### src/rtl/universal_shift_register.sv
`default_nettype none
// ============================================================================
// Module      : universal_shift_register
// Description : Parametrised shift register with load, shift/rotate in both
//               directions and a WIDTH-cycle MSB-first burst serializer.
// Revision    : 1.0 - initial release
// ============================================================================
module universal_shift_register #(
    parameter int               WIDTH = 4,
    parameter logic [WIDTH-1:0] INIT  = '0
) (
    input  logic             clk,
    input  logic             rst,
    input  logic [2:0]       mode,
    input  logic [WIDTH-1:0] D,
    input  logic             sin,
    output logic [WIDTH-1:0] Q,
    output logic             sout_l,
    output logic             sout_r,
    output logic             busy,
    output logic             done
);

    localparam int c_CNT_W = $clog2(WIDTH);

    localparam logic [2:0] c_MODE_HOLD  = 3'b000;
    localparam logic [2:0] c_MODE_LOAD  = 3'b001;
    localparam logic [2:0] c_MODE_SHL   = 3'b010;
    localparam logic [2:0] c_MODE_SHR   = 3'b011;
    localparam logic [2:0] c_MODE_ROTL  = 3'b100;
    localparam logic [2:0] c_MODE_ROTR  = 3'b101;
    localparam logic [2:0] c_MODE_BURST = 3'b110;

    localparam logic [0:0] c_S_IDLE  = 1'b0;
    localparam logic [0:0] c_S_SHIFT = 1'b1;

    localparam logic [c_CNT_W-1:0] c_CNT_LAST = c_CNT_W'(WIDTH - 1);

    logic [0:0]         r_state;
    logic [c_CNT_W-1:0] r_cnt;
    logic [WIDTH-1:0]   r_q;
    logic               r_busy;
    logic               r_done;

    logic [0:0]         w_state_nxt;
    logic [c_CNT_W-1:0] w_cnt_nxt;
    logic [WIDTH-1:0]   w_q_nxt;
    logic               w_busy_nxt;
    logic               w_done_nxt;

    always_ff @(posedge clk) begin
        if (rst) begin
            r_state <= c_S_IDLE;
            r_cnt   <= '0;
            r_q     <= INIT;
            r_busy  <= 1'b0;
            r_done  <= 1'b0;
        end else begin
            r_state <= w_state_nxt;
            r_cnt   <= w_cnt_nxt;
            r_q     <= w_q_nxt;
            r_busy  <= w_busy_nxt;
            r_done  <= w_done_nxt;
        end
    end

    always_comb begin
        w_state_nxt = r_state;
        w_cnt_nxt   = r_cnt;
        w_q_nxt     = r_q;
        w_busy_nxt  = r_busy;
        // done is a single-cycle pulse; it only rises on the final shift edge
        w_done_nxt  = 1'b0;

        case (r_state)
            c_S_IDLE: begin
                case (mode)
                    c_MODE_HOLD:  w_q_nxt = r_q;
                    c_MODE_LOAD:  w_q_nxt = D;
                    c_MODE_SHL:   w_q_nxt = {r_q[WIDTH-2:0], sin};
                    c_MODE_SHR:   w_q_nxt = {sin, r_q[WIDTH-1:1]};
                    c_MODE_ROTL:  w_q_nxt = {r_q[WIDTH-2:0], r_q[WIDTH-1]};
                    c_MODE_ROTR:  w_q_nxt = {r_q[0], r_q[WIDTH-1:1]};
                    c_MODE_BURST: begin
                        w_state_nxt = c_S_SHIFT;
                        w_busy_nxt  = 1'b1;
                        w_cnt_nxt   = c_CNT_LAST;
                    end
                    default:      w_q_nxt = r_q;
                endcase
            end
            c_S_SHIFT: begin
                // full-duplex: sin enters at the LSB as the MSB leaves on sout_l
                w_q_nxt = {r_q[WIDTH-2:0], sin};
                if (r_cnt != '0) begin
                    w_cnt_nxt = r_cnt - 1'b1;
                end else begin
                    w_state_nxt = c_S_IDLE;
                    w_busy_nxt  = 1'b0;
                    w_done_nxt  = 1'b1;
                end
            end
            default: begin
                w_state_nxt = c_S_IDLE;
                w_busy_nxt  = 1'b0;
            end
        endcase
    end

    assign Q      = r_q;
    assign sout_l = r_q[WIDTH-1];
    assign sout_r = r_q[0];
    assign busy   = r_busy;
    assign done   = r_done;

endmodule
`default_nettype wire

### config.mk
export PLATFORM = sky130hd
export DESIGN_NAME = universal_shift_register
export DESIGN_NICKNAME = d
export VERILOG_FILES = /design/src/rtl/universal_shift_register.sv
export SDC_FILE = /design/constraint.sdc
export NUM_CORES = 1
export LEC_CHECK = 0
export ABC_CLOCK_PERIOD_IN_PS = 1000
export BUFFER_PORTS_ARGS = -buffer_cell sky130_fd_sc_hd__buf_2
export CELL_PAD_IN_SITES_DETAIL_PLACEMENT = 0
export CELL_PAD_IN_SITES_GLOBAL_PLACEMENT = 2
export CORE_AREA = 2 2 67 44
export CTS_CLUSTER_DIAMETER = 200
export DETAILED_ROUTE_END_ITERATION = 16
export DIE_AREA = 0 0 69 46
export PLACE_DENSITY_LB_ADDON = 0.1
export SYNTH_ARGS = -nofsm -noshare
export SYNTH_HDL_FRONTEND = slang
export SYNTH_SLANG_ARGS = --single-unit
### constraint.sdc
create_clock -name clk -period 1 [get_ports clk]
set_input_delay 0.15 -clock clk [delete_from_list [all_inputs] [get_ports clk]]
set_output_delay 0.15 -clock clk [all_outputs]
set_load 0.01 [all_outputs]
# == After elaboration in Yosys (flattened, before gate mapping) ==
# Cells that the tools add are included.
# word_totals
reg_bits,9
out_inout_bits,8
in_bits,10
# classes
reduce_logical,4
n_mux,12
eq_ne,10
add_sub_neg,1
bitwise,1
# ops
op,count
$pmux 4 s5,1
$eq 3x3->1 const B,3
$pmux 4 s2,1
$eq 3x2->1 const B,2
$ne 6x1->1 const B,1
$mux 1,5
$mux 2,2
$ne 2x1->1 const B,2
$pmux 1 s2,2
$pmux 2 s2,1
$reduce_and 2->1,2
$eq 3x1->1 const B,1
$ne 2x2->1 const B,1
$reduce_bool 2->1,1
$reduce_or 2->1,1
$sub 2x1->2 const B,1
$not 1->1,1

# == Depth between registers and ports, before layout ==
# depth
word_depth,3
depth_mapped,5
mapped_depth_nobuf,5

# == Worst setup path before layout ==
# Ideal clock, no wire load.
# synth_timing
path_kind,flip-flop to flip-flop
start,reg r_state
end,reg r_cnt[0]
period_less_slack_ns,1.063
n_path_buf,0
setup_slack_ns,-0.063
stages_incl_launch_ff,5
setup_ns,0.086
arrival_time_ns,0.978
t_required_ns,0.914
path_cell_list,dfxtp_1 > inv_1 > nor2_4 > nor3_1 > a211oi_1
# synth_between
elab_chain_len,3
word_cells_on_any_way,5
# synth_lines
element,line,source
start: declaration,39,logic [0:0] r_state;
start signal: assignment,53,r_state <= c_S_IDLE;
start signal: assignment,59,r_state <= w_state_nxt;
$not 1->1 (no line),-,
$ne 2x1->1 (no line),-,
$reduce_and 2->1 (no line),-,
end signal: assignment,60,r_cnt <= w_cnt_nxt;
end: declaration,40,logic [c_CNT_W-1:0] r_cnt;
# Parallel ways exist; a longest one is shown, timed or not.
# A chain may end at the register's enable or synchronous reset.

# == Final worst setup path ==
# layout_timing
start,reg r_cnt[1]
end,reg r_cnt[1]
# layout_between
elab_chain_len,3
word_cells_on_any_way,6
# layout_lines
element,line
$sub 2x1->2 / $reduce_bool 2->1 (equally long branches),"96, 95"
$mux 2 / $ne 2x1->1 (equally long branches),-
$pmux 2 s2 / $reduce_and 2->1 (equally long branches),-
# Parallel ways exist; a longest one is shown, timed or not. The select of a mux whose other input is x is not followed.

==> summary.txt <==
Cells and area
  • Antenna Cells: 0
  • Layout cells sized above 1: 63.73%
  • Nets@finish: 114
  • FILL cells: 303
  • Area grow syn2layout: 64.07%
  • Layout Cells excl Fill: 136

Routing
  • Vias: 598
  • Detailed route wirelength on metal3: 85 µm
  • 1st-iter DRT viols: 26
  • Routed WL: 1597 µm
  • Routed WL per cell: 11.74 µm
  • Highest layer used for signal routing: met4
  • Drt pass-1 iters: 4
  • Detail Route Antenna Nets: 0
  • Post-route DRC: 0
  • DR vias/cell: 4.397
  • M1 WL: 836 µm
  • Met2 wire length: 644 µm

Power and ir drop
  • Leak: 0.4027 nW
  • Switching power: 0.3182 mW
  • Clock share of power: 36.2%
  • Power density over cell area: 1224 nW/µm²
  • Combinational share of power: 28.8%
  • Worst vdd ir: 0.3782 mV
  • Flop pwr share: 35.0%
  • Int Pwr: 0.8427 mW
  • Sw frac: 27.41%

Logic synthesis
  • Mapped Cells: 69
  • Synthesized net count: 80
  • Mean Syn Cell Area: 8.378 µm²
  • #FFs+latches synth: 9
  • Sequential element share of the synthesized area: 31.17%
  • Netlist cell types: 24
  • Ys Warns: 0
  • Synth Cell Area: 578.1 µm²

Floorplan
  • Core area: 2628 µm²
  • Io pins: 18
  • Die H: 46 µm
  • Row cnt: 15
  • DIE WIDTH: 69 µm
  • Die area: 3174 µm²
  • Starting density of the core: 22.00%

Global route
  • Initial antenna violation count: 0
  • Global Route Usage Sum: 11.01%
  • Total gr overflow: 0
  • First-pass GRT wire length: 2559 µm
  • Largest net degree at the start of global routing: 11
  • Vias in the first global route: 543

Hold path
  • HP Class: primary input to flop

Timing
  • Achievable frequency: 0.9555 GHz
  • Final Skew: 0.002666 ns
  • Final setup vio count: 3
  • Worst-Margin Slew: 0.3488 ns
  • Final slew viol count: 0
  • Tcrit/Tclk final: 104.7%
  • Hold slack: 0.1985 ns
  • Final setup margin: -0.04661 ns
  • Setup TNS: -0.1027 ns
  • Slew HR: 76.57%
  • Endpoints failing hold: 0
  • RSZ-0062 raised after global routing: yes
  • Tmin final: 1.047 ns

Placed design
  • Port bufs: 17
  • Placed Cells: 127
  • Routability congestion estimate: 0.6368
  • Final HPWL DP: 1184 µm

Worst setup path
  • Setup CP Type: flop to flop
  • R2R setup slack: -0.05 ns
  • CP required: 1.14 ns
  • Critical Path Fanout Max: 5
  • Endpoint class of the critical path: flop
  • Critical Path AT: 1.19 ns
  • CP Launch Type: flop

Outcome
  • Outcome: finished, violations left
  • Failing checks: negative setup slack

Clock tree
  • CTS clk-pin slew, worst paths: 0.04 ns
  • Cts bufs inserted: 3
  • Clock tree root driver cell: clkbuf_8
  • Clk Latency, worst-skew pair: 0.23 ns
  • CTS H-tree depth: 1
  • Post-cts hold buffer count: 0
  • Clock buffer depth: 2
  • CTS tree: done
  • CTS sink count: 9

Flow run
  • Total of max-cap violations: 0
==> final cells by class <==
| class | instances | area [µm²] | area share [%] |
|---|---|---|---|
| inverters | 5 | 18.77 | 1.979 |
| multi-input cells | 49 | 402.9 | 42.48 |
| repair buffers | 35 | 249.0 | 26.25 |
| flip-flops and latches | 9 | 190.2 | 20.05 |
| clock buffers | 4 | 45.04 | 4.749 |
| well taps | 34 | 42.54 | 4.485 |
==> metal layers <==
layer,GRT usage (%),vias up
met1,14.83,269
met2,15.00,15
li1,-,309
met4,4.706,0
met3,5.088,5
met5,0,-
==> layout by cell type, fill, tap and decap left out, drive strengths merged <==
master	synthesis	layout
nor3b	1	1
a2111oi	1	1
nor3	5	5
nand3b	3	3
nand2	8	8
a311oi	1	1
a211oi	2	2
o21ai	1	1
clkbuf	0	4
a2bb2oi	1	1
ha	1	1
o221a	2	2
o2111ai	1	1
dfxtp	9	9
nor4	1	1
a31oi	1	1
a21oi	5	5
inv	5	5
nand2b	3	3
buf	6	35
and2	1	1
nor2	10	10
xor2	1	1
==> Yosys cell counts <==
library cell | count | area share [%]
and2_4 | 1 | 1.5
xor2_2 | 1 | 2.8
buf_6 | 3 | 5.8
o2111ai_1 | 1 | 1.5
a2111oi_2 | 1 | 2.6
nor4_1 | 1 | 1.1
nand2_1 | 8 | 5.2
nor2_4 | 1 | 1.9
a311oi_1 | 1 | 1.5
o21ai_2 | 1 | 1.5
nand3b_1 | 3 | 3.9
a21oi_1 | 5 | 4.3
nor2_1 | 9 | 5.8
o221a_1 | 2 | 3.9
nor3_1 | 5 | 4.3
dfxtp_1 | 9 | 31
a211oi_1 | 2 | 2.6
nor3b_4 | 1 | 3.2
nand2b_1 | 3 | 3.2
ha_1 | 1 | 2.2
inv_1 | 5 | 3.2
buf_4 | 3 | 3.9
a31oi_1 | 1 | 1.1
a2bb2oi_1 | 1 | 1.5
==> power by group through the flow <==
| stage | clock (mW) | combinational [mW] | sequential (mW) |
|---|---|---|---|
| 3_3_place_gp | 0 | 0.281 | 0.413 |
| 6_report | 0.420 | 0.335 | 0.406 |
| 5_1_grt | 0.465 | 0.367 | 0.409 |
| 4_1_cts | 0.437 | 0.299 | 0.404 |
| 2_1_floorplan | 0 | 0.160 | 0.424 |
| 3_5_place_dp | 0 | 0.274 | 0.412 |
==> path summary, 6_finish.rpt <==
kind                               from               endpoint  depth (start not counted)
hold reg to reg       busy$_SDFFE_PP0P_      busy$_SDFFE_PP0P_                          2
setup / recovery  r_cnt[1]$_SDFFE_PP0P_  r_cnt[1]$_SDFFE_PP0P_                          5
hold / removal                      sin      Q[0]$_SDFFE_PP0P_                          3
setup reg to reg  r_cnt[1]$_SDFFE_PP0P_  r_cnt[1]$_SDFFE_PP0P_                          5
==> through the flow <==
step / cell area [µm²] / setup slack (ns) / total power, mW / utilization [%]
after floorplan: 584.3 / 0.0001506 / 0.5843 / -
after global placement: 765.7 / -0.2500 / 0.6940 / 29.14
after detailed placement: 765.7 / -0.1780 / 0.6854 / 29.14
after CTS: 867.1 / 0.003423 / 1.140 / 33.00
after global routing: 948.4 / -0.08993 / 1.241 / 36.10
final: 948.4 / -0.04661 / 1.161 / 36.10
==> worst max-delay path, stage by stage, from the launching register on <==
cell and delay [ns]:
dfxtp_2 0.33, inv_2 0.04, ha_4 0.16, nor2_4 0.17, nor3_2 0.06, a211oi_2 0.20
==> cell families (layout without fill, tap and decap cells) <==
family                   after synthesis  count (layout)  share of synthesized area (%)
AO/OA/AOI/OAI                         15              15                          20.56
AND/OR/NAND/NOR                       32              32                          30.30
flip-flops                             9               9                          31.17
XOR/XNOR                               1               1                          2.815
buffers and inverters                 11              44                          12.99
adder cells (fa/ha/maj)                1               1                          2.164
==> what timing repair did <==
action	in CTS	in global routing
setup endpoints to repair	7	12
cloned	0	0
gates resized for setup	10	14
setup buffers	2	3
pin swaps	9	7
==> flip-flops by register name, indices dropped and copies added (netlist names) <==
| register | cells |
|---|---|
| busy | 1 |
| r_cnt | 2 |
| done | 1 |
| Q | 4 |
| r_state | 1 |
Power figures use the tool's default switching activity.
